**src/rtl/mem_port_arbiter.sv**
```systemverilog
// Two-port arbiter (CPU + DMA/debug loader) in front of a single unified memory.
// Round-robin on contention; define ARB_FIXED_PRIO_EN to give the CPU strict priority.
module mem_port_arbiter #(
    parameter int AW      = 32,
    parameter int DW      = 32,
    parameter int MEM_LAT = 1
) (
    input  logic          clk,
    input  logic          reset,
    input  logic          cpu_req,
    input  logic          cpu_we,
    input  logic [AW-1:0] cpu_addr,
    input  logic [DW-1:0] cpu_wdata,
    output logic          cpu_gnt,
    output logic          cpu_rvalid,
    output logic [DW-1:0] cpu_rdata,
    input  logic          dma_req,
    input  logic          dma_we,
    input  logic [AW-1:0] dma_addr,
    input  logic [DW-1:0] dma_wdata,
    output logic          dma_gnt,
    output logic          dma_rvalid,
    output logic [DW-1:0] dma_rdata,
    output logic          mem_en,
    output logic          mem_we,
    output logic [AW-1:0] mem_addr,
    output logic [DW-1:0] mem_wdata,
    input  logic [DW-1:0] mem_rdata,
    output logic          busy,
    output logic [0:0]    dbg_state
);

    // Handshake: a requester holds req (and its we/addr/wdata) until gnt is
    // seen high in the same cycle; gnt and rvalid are single-cycle pulses.

    localparam logic [0:0] S_IDLE = 1'b0;
    localparam logic [0:0] S_WAIT = 1'b1;
    localparam logic       OWN_CPU = 1'b0;
    localparam logic       OWN_DMA = 1'b1;
    // MEM_LAT must lie in 1..7: cnt counts it down to 1 in a 3-bit register.
    localparam logic [2:0] LAT = 3'(MEM_LAT);

    logic [0:0]    state;
    logic [2:0]    cnt;
    logic          owner;
    logic          last_winner;
    logic [DW-1:0] cpu_rdata_q;
    logic [DW-1:0] dma_rdata_q;

    logic          pick_dma;
    logic          grant_any;
    logic          we_sel;
    logic          rd_done;

    always_comb begin
        pick_dma = 1'b0;
`ifdef ARB_FIXED_PRIO_EN
        pick_dma = dma_req && !cpu_req;
`else
        pick_dma = dma_req && (!cpu_req || (last_winner == OWN_CPU));
`endif
        grant_any = !reset && (state == S_IDLE) && (cpu_req || dma_req);
        we_sel    = pick_dma ? dma_we : cpu_we;

        cpu_gnt   = grant_any && !pick_dma;
        dma_gnt   = grant_any && pick_dma;
        mem_en    = grant_any;
        mem_we    = grant_any && we_sel;
        mem_addr  = '0;
        mem_wdata = '0;
        if (grant_any) begin
            mem_addr  = pick_dma ? dma_addr  : cpu_addr;
            mem_wdata = pick_dma ? dma_wdata : cpu_wdata;
        end

        rd_done    = !reset && (state == S_WAIT) && (cnt == 3'd1);
        cpu_rvalid = rd_done && (owner == OWN_CPU);
        dma_rvalid = rd_done && (owner == OWN_DMA);
        cpu_rdata  = cpu_rvalid ? mem_rdata : cpu_rdata_q;
        dma_rdata  = dma_rvalid ? mem_rdata : dma_rdata_q;
    end

    assign busy      = (state == S_WAIT);
    assign dbg_state = state;

    always_ff @(posedge clk or posedge reset) begin
        if (reset) begin
            state       <= S_IDLE;
            cnt         <= 3'd0;
            owner       <= OWN_CPU;
            last_winner <= OWN_DMA;
            cpu_rdata_q <= '0;
            dma_rdata_q <= '0;
        end else begin
            case (state)
                S_IDLE: begin
                    if (grant_any) begin
                        last_winner <= pick_dma;
                        if (!we_sel) begin
                            owner <= pick_dma;
                            cnt   <= LAT;
                            state <= S_WAIT;
                        end
                    end
                end
                S_WAIT: begin
                    cnt <= cnt - 3'd1;
                    if (cnt == 3'd1) begin
                        state <= S_IDLE;
                    end
                end
                default: state <= S_IDLE;
            endcase
            if (cpu_rvalid) cpu_rdata_q <= mem_rdata;
            if (dma_rvalid) dma_rdata_q <= mem_rdata;
        end
    end

endmodule

```
**config.mk**
```make
export PLATFORM = sky130hd
export DESIGN_NAME = mem_port_arbiter
export DESIGN_NICKNAME = d
export VERILOG_FILES = /design/src/rtl/mem_port_arbiter.sv
export SDC_FILE = /design/constraint.sdc
export NUM_CORES = 1
export LEC_CHECK = 0
export BUFFER_PORTS_ARGS = -buffer_cell sky130_fd_sc_hd__buf_2
export CAP_MARGIN = 10
export CORE_AREA = 10 10 109 111
export DETAILED_ROUTE_END_ITERATION = 16
export DIE_AREA = 0 0 119 121
export HOLD_SLACK_MARGIN = 0.03
export PLACE_DENSITY = 0.78
export SETUP_SLACK_MARGIN = 0.05
export SYNTH_ARGS = -nofsm -noshare
export SYNTH_HDL_FRONTEND = slang
export SYNTH_SLANG_ARGS = --single-unit
```
**constraint.sdc**
```tcl
create_clock -name clk -period 2.9 [get_ports clk]
set_input_delay 0.29 -clock clk [delete_from_list [all_inputs] [get_ports clk]]
set_output_delay 0.29 -clock clk [all_outputs]
set_load 0.005 [all_outputs]
```
Word-level counts from Yosys, hierarchy flattened
Cells that the tools add are included.
W data, S select, Z words.
{"block": "word_totals", "regBits": 70, "in_bits": 166}
{"block": "op_classes", "n_addsub": 1, "n_eq_ne": 3, "muxes": 14, "n_bitwise": 4, "reduce_logical": 18}
{"operator": "$mux W32", "n": 6}
{"operator": "$logic_and A1 B1 Y1", "n": 10}
{"operator": "$mux W3", "n": 2}
{"operator": "$pmux W3 S2", "n": 1}
{"operator": "$mux W1", "n": 4}
{"operator": "$ne A2 B2 Y1 const B", "n": 2}
{"operator": "$not A1 Y1", "n": 4}
{"operator": "$reduce_and A2 Y1", "n": 2}
{"operator": "$eq A3 B1 Y1 const B", "n": 1}
{"operator": "$logic_not A1 Y1", "n": 3}
{"operator": "$reduce_and A3 Y1", "n": 1}
{"operator": "$sub A3 B1 Y3 const B", "n": 1}
{"operator": "$logic_or A1 B1 Y1", "n": 2}
{"operator": "$pmux W1 S2", "n": 1}

Longest topological paths before layout
Gate-level depths: netlist of run 1.
{"block": "logic_depth", "ltp_word": 7, "depth_mapped": 8, "ltp_nobuf": 6}

Least setup slack after synthesis of run 1
No wires, ideal clock.
{"block": "synth_path", "kind": "reg2out", "start": "register cnt[1]", "end": "output port cpu_rdata[0]", "arrival_ps": 1618, "setup_slack_ps": 992, "path_stages_with_launch": 9, "n_path_buf": 2, "cell_sequence": "dfrtp_1 -> inv_1 -> ha_1 -> nand2b_4 -> nor3b_4 -> nor2b_4 -> buf_6 -> buf_12 -> mux2_4"}
{"block": "synth_via", "elab_chain_len": 4}
{"element": "start: declaration", "line_no": "44", "source": "logic [2:0] cnt;"}
{"element": "start signal: assignment", "line_no": "107", "source": "cnt <= cnt - 3'd1;"}
{"element": "$eq A3 B1 Y1", "line_no": "76", "source": "rd_done = !reset && (state == S_WAIT) && (cnt == 3'd1);"}
{"element": "$logic_and A1 B1 Y1", "line_no": "76"}
{"element": "$logic_and A1 B1 Y1", "line_no": "77", "source": "cpu_rvalid = rd_done && (owner == OWN_CPU);"}
{"element": "$mux W32"}
{"element": "end: declaration", "line_no": "16", "source": "output logic [DW-1:0] cpu_rdata,"}
Every way passes these cells.

Final worst setup path of run 1
{"block": "layout_path", "start": "register cnt[1]", "end": "output port cpu_rdata[29]"}
Same word-level chain as after synthesis.

==> results of run 1 <==
## worst min path at each step
| stage | slack [ns] | from | endpoint | cells past startpoint |
|---|---|---|---|---|
| global route | 0.18 | mem_rdata[25] | cpu_rdata_q[25] | 2 |
| CTS | 0.17 | mem_rdata[3] | cpu_rdata_q[3] | 2 |
| global placement | 0.28 | reset | busy | 2 |
| finish | 0.19 | mem_rdata[3] | cpu_rdata_q[3] | 2 |
| floorplan | 0.44 | cpu_we | owner | 2 |
| detailed placement | 0.29 | reset | owner | 2 |
## state kept, by name (all words and copies together), names as in the netlist
register,flops
cpu_rdata_q,32
dma_rdata_q,32
cnt,3
busy,1
last_winner,1
owner,1
## through the flow
step / area (um^2) / hold WS [ns] / util / worst slack (ns)
after global routing: 5350 / 0.180 / 0.555 / 0.120
after CTS: 5350 / 0.175 / 0.555 / 0.164
after floorplan: 3580 / 0.444 / - / 0.843
after detailed placement: 5120 / 0.288 / 0.532 / 0.587
final: 5360 / 0.192 / 0.556 / 0.266
after global placement: 5120 / 0.276 / 0.532 / 0.671
## power groups by stage
| stage | sequential, W | clock [W] | combinational, W |
|---|---|---|---|
| after global routing | 0.00161 | 0.000908 | 0.00211 |
| after CTS | 0.00156 | 0.000862 | 0.00197 |
| after floorplan | 0.00149 | 0 | 0.00110 |
| after detailed placement | 0.00157 | 0 | 0.00195 |
| final | 0.00156 | 0.000837 | 0.00194 |
| after global placement | 0.00155 | 0 | 0.00189 |
## worst reg2reg max path, stage by stage (launching register included)
cell	delay (ns)
dfrtp_1	0.38
inv_1	0.10
ha_1	0.20
nand2b_4	0.07
nor3b_4	0.24
nor2b_4	0.20
buf_12	0.26
mux2_2	0.41
## cell usage after synthesis (3+ instances only)
master	instances
a22o_1	64
mux2_2	35
mux2_4	29
nor2_1	3
buf_6	4
inv_1	6
buf_12	3
buf_2	9
o21ai_0	3
buf_4	6
dfrtp_1	69
## layer usage
metal | global-route usage | vias up
met1 | 0.240 | 1602
li1 | - | 1546
met3 | 0.0870 | 16
met5 | 0 | -
met2 | 0.337 | 208
met4 | 0.0519 | 4
## layout by cell type (no fill, tap or decap), drive strengths merged, types with 2 or more instances in the layout
master | Yosys | final
buf | 22 | 305
dfrtp | 69 | 69
a22o | 64 | 64
mux2 | 64 | 64
clkbuf | 1 | 9
inv | 6 | 6
clkinv | 0 | 5
nor2 | 3 | 3
o21ai | 3 | 3
nand2b | 3 | 3
diode | 0 | 2
a21o | 2 | 2
a21oi | 2 | 2
ha | 2 | 2
bufinv | 0 | 2
nand2 | 2 | 2
## area by class of cell
class                      count  area [um^2]  share of cell area
sequential                    70         1750               0.327
multi-input combinational    155         1610               0.301
timing repair buffer         306         1580               0.296
tap                          133          166              0.0311
clock buffer                   9          124              0.0231
clock inverter                 7         88.8              0.0166
inverter                       6         22.5             0.00420
antenna                        2         5.00            0.000934
## logic make-up (layout without fill, tap and decap cells)
logic type | Yosys count | in the layout
buffers and inverters | 29 | 328
other | 0 | 2
xor gates and xnor gates | 1 | 1
AOI/OAI and AO/OA | 74 | 74
DFF | 70 | 70
adders and majority gates | 2 | 2
muxes | 65 | 65
and+or+nand+nor | 13 | 13
## timing repair
action                                  CTS  global route
hold buffers                              1             0
gates resized for setup                   0             1
endpoints found under the hold margin     8             0
endpoints found under the setup margin    0            32
==> metrics.txt, run 1 <==
# TYPE chip_impl_metric gauge
chip_impl_info{name="status",value="complete, no violations"} 1
chip_impl_metric{name="detail_route.first_pass.iterations",unit=""} 4
chip_impl_metric{name="final_weighted_congestion_in_routability_driven_placement",unit=""} 0.921
chip_impl_metric{name="remaining_drc_errors",unit=""} 0
chip_impl_metric{name="port_buffers",unit=""} 301
chip_impl_metric{name="start_util",unit=""} 0.371
chip_impl_info{name="cp_top_family",value="simple AND/OR/NAND/NOR gates"} 1
chip_impl_info{name="cp_slowest_cell",value="mux2_2"} 1
chip_impl_info{name="rsz0062_at_grt",value="false"} 1
chip_impl_metric{name="p_comb_frac",unit=""} 0.447
chip_impl_info{name="critical_path.reg2reg.startpoint",value="cnt[1]"} 1
chip_impl_metric{name="routedLengthMet1",unit="um"} 6050
chip_impl_metric{name="yosysTopAreaCellShare",unit=""} 0.483
chip_impl_metric{name="path_clk_slew",unit="ns"} 0.07
chip_impl_metric{name="syn_area_per_cell",unit="um^2"} 14.1
chip_impl_metric{name="worst-endpoint-required",unit="ns"} 2.61
chip_impl_info{name="critical_path_class",value="reg -> out"} 1
chip_impl_metric{name="synthXorXnorAreaFrac",unit=""} 0.00245
chip_impl_metric{name="first_global_vias",unit=""} 3699
chip_impl_metric{name="sw_frac_of_total",unit=""} 0.322
chip_impl_metric{name="count_of_flip_flops_with_a_built_in_enable_after_synthesis",unit=""} 0
chip_impl_metric{name="synthDistinctLibCells",unit=""} 30
chip_impl_metric{name="met2WireLength",unit="um"} 7450
chip_impl_info{name="top_layer",value="met5"} 1
chip_impl_metric{name="highest_clock_frequency_the_design_can_meet",unit="MHz"} 380
chip_impl_metric{name="coreArea",unit="um^2"} 9640
chip_impl_metric{name="post_drt_wl_per_cell",unit="um"} 22.4
chip_impl_metric{name="grt_max_degree",unit=""} 66
chip_impl_info{name="hold_path.class",value="in -> reg"} 1
chip_impl_metric{name="netlist_instances",unit=""} 254
chip_impl_metric{name="yosys-mux-area-fraction",unit=""} 0.235
chip_impl_metric{name="timing.max_cap.violations",unit=""} 0
chip_impl_metric{name="measured_slew_at_the_worst_slew_check_pin",unit="ns"} 0.727
chip_impl_info{name="regToRegEndpoint",value="cpu_rdata_q[28]"} 1
chip_impl_metric{name="synth-simple-area-share",unit=""} 0.0287
chip_impl_metric{name="ys_async_sr_fraction",unit=""} 1.00
chip_impl_metric{name="synth_compound_area_frac",unit=""} 0.175
chip_impl_metric{name="antenna_violating_nets_post_route",unit=""} 0
chip_impl_metric{name="floorplan.die.height",unit="um"} 121
chip_impl_metric{name="filler_cell_count",unit=""} 869
chip_impl_metric{name="timing.final.crit_share",unit=""} 0.908
chip_impl_info{name="tritoncts_clock_tree",value="done"} 1
chip_impl_info{name="synth_top_cells_by_area",value="dfrtp_1, a22o_1, mux2_4"} 1
chip_impl_info{name="worstPathCellList",value="inv_1 > ha_1 > nand2b_4 > nor3b_4 > nor2b_4 > buf_12 > mux2_2 > buf_2"} 1
chip_impl_info{name="yosysTopAreaCell",value="dfrtp_1"} 1
chip_impl_info{name="synth_top_flop_cell",value="dfrtp_1"} 1
chip_impl_metric{name="yosys.area_share.adder",unit=""} 0.00700
chip_impl_metric{name="ff2ff_setup_slack",unit="ns"} 0.93
chip_impl_metric{name="numPlacedInstances",unit=""} 669
chip_impl_metric{name="place_hpwl",unit="um"} 12800
chip_impl_metric{name="setup_tns",unit="ns"} 0
chip_impl_metric{name="worst-path-stages",unit=""} 8
chip_impl_metric{name="p_leak",unit="nW"} 3.06
chip_impl_metric{name="power.share.clock",unit=""} 0.193
chip_impl_metric{name="std_cell_rows",unit=""} 36
chip_impl_metric{name="route.met3.wl",unit="um"} 1700
chip_impl_metric{name="cts.sink_count",unit=""} 70
chip_impl_metric{name="cell_internal_pwr",unit="W"} 0.00293
chip_impl_metric{name="finalHoldViolations",unit=""} 0
chip_impl_metric{name="avgViaCountPerCell",unit=""} 4.91
chip_impl_metric{name="arrival",unit="ns"} 2.34
chip_impl_metric{name="post-cts-setup-buffers",unit=""} 0
chip_impl_metric{name="final-max-slew-violation-count",unit=""} 0
chip_impl_metric{name="routed_wire_length",unit="um"} 15400
chip_impl_info{name="crit_path_start",value="cnt[1]"} 1
chip_impl_metric{name="post_layout_nonfiller_instances",unit=""} 688
chip_impl_metric{name="power_per_cell_area",unit="nW/um^2"} 808
chip_impl_metric{name="dr_total_vias",unit=""} 3376
chip_impl_metric{name="antenna_violations_before_repair",unit=""} 2
chip_impl_metric{name="grt_pass1_wl",unit="um"} 22700
chip_impl_metric{name="cts_inserted_buffers",unit=""} 9
chip_impl_info{name="cts-root-buf",value="clkbuf_8"} 1
chip_impl_metric{name="clock_insertion_delay_worst_skew",unit="ns"} 0.35
chip_impl_metric{name="final.min_clock_period",unit="ns"} 2.63
chip_impl_metric{name="globalRoute.totalOverflow",unit=""} 0
chip_impl_metric{name="power.switching",unit="W"} 0.00140
chip_impl_metric{name="sequentialPowerShare",unit=""} 0.360
chip_impl_info{name="crit_path_start_kind",value="flop"} 1
chip_impl_info{name="endpoint",value="cpu_rdata[29]"} 1
chip_impl_metric{name="post-layout-total-power",unit="W"} 0.00433
chip_impl_metric{name="die_w",unit="um"} 119
chip_impl_metric{name="yosys_register_bits",unit=""} 70
chip_impl_info{name="crit_path_end_kind",value="output pin"} 1
chip_impl_metric{name="layout-area-overhead-vs-synth",unit="%"} 49.8
chip_impl_metric{name="ctsLongestPathBuffers",unit=""} 2
chip_impl_metric{name="postSynthNetCount",unit=""} 422
chip_impl_metric{name="io-pin-count",unit=""} 302
chip_impl_metric{name="synthesis.yosys.warnings",unit=""} 0
chip_impl_metric{name="fin_worst_skew",unit="ns"} 0.00890
chip_impl_metric{name="syn_area",unit="um^2"} 3580
chip_impl_metric{name="rr_worst_depth",unit=""} 7
chip_impl_metric{name="worst-path-max-fanout",unit=""} 33
chip_impl_metric{name="htreeDepth",unit=""} 3
chip_impl_metric{name="total_grt_usage",unit=""} 0.205
chip_impl_metric{name="die_area",unit="um^2"} 14400
chip_impl_metric{name="critPathMaxStageDelay",unit="ns"} 0.39
chip_impl_metric{name="seq_area_frac_synth",unit=""} 0.490
chip_impl_metric{name="layout-drive-gt1-share",unit=""} 0.712
chip_impl_metric{name="setup_viol_count_final",unit=""} 0
chip_impl_metric{name="fin_nets",unit=""} 716
chip_impl_info{name="synth_top_family_by_area",value="multiplexers"} 1
chip_impl_metric{name="max_slew_margin",unit=""} 0.516
chip_impl_metric{name="max-vdd-ir-drop",unit="mV"} 0.729
chip_impl_metric{name="critPathBufInv",unit=""} 3
chip_impl_metric{name="drt_iter0_drc",unit=""} 335
Power figures use the tool's default switching activity.
==> run 2: changes to the inputs <==
- CORE_AREA: 10 10 109 111 -> 10 10 108 110
- CTS_BUF_LIST: not set -> sky130_fd_sc_hd__clkbuf_4
- DIE_AREA: 0 0 119 121 -> 0 0 118 120
- HOLD_SLACK_MARGIN: 0.03 -> 0.15
- PLACE_DENSITY: 0.78 -> 0.79
- SLEW_MARGIN: not set -> 10
==> run 2 against run 1 <==
  * Clock power is 4.8% lower
  * Hold slack better by 0.064 ns
  * Routed wire length is 12% higher
  * Non-clock buffer count is 37 higher
  * Cell count is 5.1% higher
  * Clock skew is 0.0097 ns higher
  * Critical path depth stayed put
  * Global-route usage is 2.8 points higher
  * Via count is 7.4% higher
  * Combinational power is 5% higher
  * First-iteration DRC count is 23% lower
  * Core utilization is 3.8 points higher
  * Critical path type unchanged
==> metrics.txt, run 2 (synthesis results as in run 1) <==
# TYPE chip_impl_metric gauge
chip_impl_metric{name="ctsLongestPathBuffers",unit=""} 2
chip_impl_metric{name="whs_path_depth",unit=""} 4
chip_impl_metric{name="cts.sink_count",unit=""} 70
chip_impl_metric{name="coreArea",unit="um^2"} 9550
chip_impl_metric{name="p_leak",unit="nW"} 3.20
chip_impl_metric{name="total_grt_usage",unit=""} 0.233
chip_impl_metric{name="timing.max_cap.violations",unit=""} 0
chip_impl_metric{name="highest_clock_frequency_the_design_can_meet",unit="MHz"} 372
chip_impl_metric{name="measured_slew_at_the_worst_slew_check_pin",unit="ns"} 0.765
chip_impl_metric{name="filler_cell_count",unit=""} 797
chip_impl_metric{name="setup_tns",unit="ns"} 0
chip_impl_metric{name="remaining_drc_errors",unit=""} 0
chip_impl_metric{name="io-pin-count",unit=""} 302
chip_impl_metric{name="setup_viol_count_final",unit=""} 0
chip_impl_metric{name="post-cts-setup-buffers",unit=""} 0
chip_impl_info{name="reg_top3",value="cpu_rdata_q: 32 flops, dma_rdata_q: 32 flops, cnt: 3 flops"} 1
chip_impl_metric{name="layout.area.seq",unit="um^2"} 1750
chip_impl_info{name="critical_path.reg2reg.startpoint",value="cnt[1]"} 1
chip_impl_metric{name="finalHoldViolations",unit=""} 0
chip_impl_metric{name="fin_worst_skew",unit="ns"} 0.0186
chip_impl_metric{name="layout-drive-gt1-share",unit=""} 0.673
chip_impl_metric{name="final.min_clock_period",unit="ns"} 2.69
chip_impl_metric{name="power_per_cell_area",unit="nW/um^2"} 776
chip_impl_metric{name="path_clk_slew",unit="ns"} 0.11
chip_impl_metric{name="post_drt_wl_per_cell",unit="um"} 23.9
chip_impl_info{name="timing.hold.worst_endpoint",value="owner"} 1
chip_impl_metric{name="worst-path-max-fanout",unit=""} 21
chip_impl_metric{name="final_weighted_congestion_in_routability_driven_placement",unit=""} 0.963
chip_impl_metric{name="fin_nets",unit=""} 753
chip_impl_metric{name="antenna_cells_inserted",unit=""} 0
chip_impl_info{name="status",value="complete, no violations"} 1
chip_impl_metric{name="post-route-util",unit=""} 0.594
chip_impl_metric{name="arrival",unit="ns"} 2.40
chip_impl_metric{name="ff2ff_setup_slack",unit="ns"} 0.93
chip_impl_info{name="crit_path_end_kind",value="output pin"} 1
chip_impl_info{name="crit_path_start",value="cnt[1]"} 1
chip_impl_metric{name="drt_iter0_drc",unit=""} 258
chip_impl_metric{name="die_w",unit="um"} 118
chip_impl_info{name="hold_path.class",value="in -> reg"} 1
chip_impl_metric{name="std_cell_rows",unit=""} 36
chip_impl_metric{name="globalRoute.totalOverflow",unit=""} 0
chip_impl_metric{name="first_global_vias",unit=""} 3963
chip_impl_info{name="rsz0062_at_grt",value="false"} 1
chip_impl_metric{name="multi_input_area",unit="um^2"} 1610
chip_impl_metric{name="dr_total_vias",unit=""} 3625
chip_impl_info{name="regToRegEndpoint",value="cpu_rdata_q[28]"} 1
chip_impl_metric{name="place_hpwl",unit="um"} 13600
chip_impl_metric{name="routed_wire_length",unit="um"} 17300
chip_impl_metric{name="die_area",unit="um^2"} 14200
chip_impl_metric{name="grt_max_degree",unit=""} 40
chip_impl_metric{name="worst-endpoint-required",unit="ns"} 2.61
chip_impl_metric{name="grt_pass1_wl",unit="um"} 25500
chip_impl_info{name="cts-root-buf",value="clkbuf_4"} 1
chip_impl_info{name="final_cell_mix",value="buf_2, dfrtp_1, a22o_1"} 1
chip_impl_metric{name="rr_worst_depth",unit=""} 7
chip_impl_metric{name="clock_insertion_delay_worst_skew",unit="ns"} 0.42
chip_impl_info{name="layout.cells.most_common",value="buf_2"} 1
chip_impl_metric{name="max-vdd-ir-drop",unit="mV"} 0.609
chip_impl_metric{name="start_util",unit=""} 0.374
chip_impl_metric{name="final-max-slew-violation-count",unit=""} 0
chip_impl_metric{name="antenna_violating_nets_post_route",unit=""} 0
chip_impl_metric{name="antenna_violations_before_repair",unit=""} 2
chip_impl_metric{name="timing.final.crit_share",unit=""} 0.928
chip_impl_info{name="tritoncts_clock_tree",value="done"} 1
chip_impl_metric{name="max_slew_margin",unit=""} 0.490
chip_impl_metric{name="floorplan.die.height",unit="um"} 120
chip_impl_info{name="critical_path_class",value="reg -> out"} 1
chip_impl_metric{name="htreeDepth",unit=""} 3
chip_impl_info{name="crit_path_start_kind",value="flop"} 1
chip_impl_info{name="hp-start",value="dma_we"} 1
chip_impl_metric{name="layout-area-overhead-vs-synth",unit="%"} 58.5
chip_impl_metric{name="port_buffers",unit=""} 301
chip_impl_metric{name="avgViaCountPerCell",unit=""} 5.01
chip_impl_metric{name="cts_inserted_buffers",unit=""} 9
chip_impl_metric{name="detail_route.first_pass.iterations",unit=""} 5
## run 2: changes by cell type in the layout (fill, tap and decap cells not counted)
cell           before  now
buf_12              3    1
buf_4               1    6
buf_8               0    1
bufinv_16           2    3
clkbuf_4            0   10
clkbuf_8            9    0
clkinv_1            0    1
clkinv_2            4    0
clkinvlp_4          0    1
diode_2             2    0
dlygate4sd3_1       1   34
## run 2: final cells by class
type                    count  share of cell area
well taps                 133              0.0294
clock buffers              10              0.0132
flip-flops and latches     70               0.309
repair buffers            343               0.340
multi-input cells         155               0.285
clock inverters             6              0.0194
inverters                   6             0.00397
## run 2: worst max path at each step
stage,to
after global routing,cpu_rdata[28]
after detailed placement,dma_rdata[9]
after floorplan,busy
after CTS,dma_rdata[9]
final,cpu_rdata[31]
after global placement,cpu_rdata[29]
## run 2: routing by layer
metal  wire length (um)  vias to the layer above  GRT usage
met3               1470                       33     0.0872
met1               6830                     1741      0.264
met4                366                        4     0.0696
li1                   -                     1617          -
met2               8610                      230      0.400
met5                 25                        -          0
## run 2: critical path, stage by stage, from the launching register on
cell and delay [ns]:
dfrtp_1 0.38, inv_1 0.09, ha_1 0.20, nand2b_4 0.07, nor3b_4 0.25, nor2b_4 0.22, buf_8 0.24, mux2_2 0.39
buf_2 0.14
## run 2: metrics by stage
step	hold slack (ns)	instance area, um^2	power [W]	std cells	setup slack (ns)
2_1_floorplan	0.444	3580	0.00260	254	0.843
3_3_place_gp	0.476	5130	0.00344	673	0.637
3_5_place_dp	0.477	5130	0.00354	673	0.571
4_1_cts	0.163	5650	0.00439	722	0.0588
5_1_grt	0.275	5670	0.00466	723	0.0588
6_report	0.256	5670	0.00440	723	0.209
## run 2: where the power goes
| part | switching [W] | total, W | internal (W) |
|---|---|---|---|
| sequential | 0.000180 | 0.00157 | 0.00139 |
| clock | 0.000352 | 0.000797 | 0.000445 |
| combinational | 0.000938 | 0.00203 | 0.00109 |
## run 2: what timing repair did
item | CTS | global route
setup endpoints to repair | 0 | 39
endpoints found under the hold margin | 97 | 1
hold buffers | 33 | 1
gates resized for setup | 0 | 3
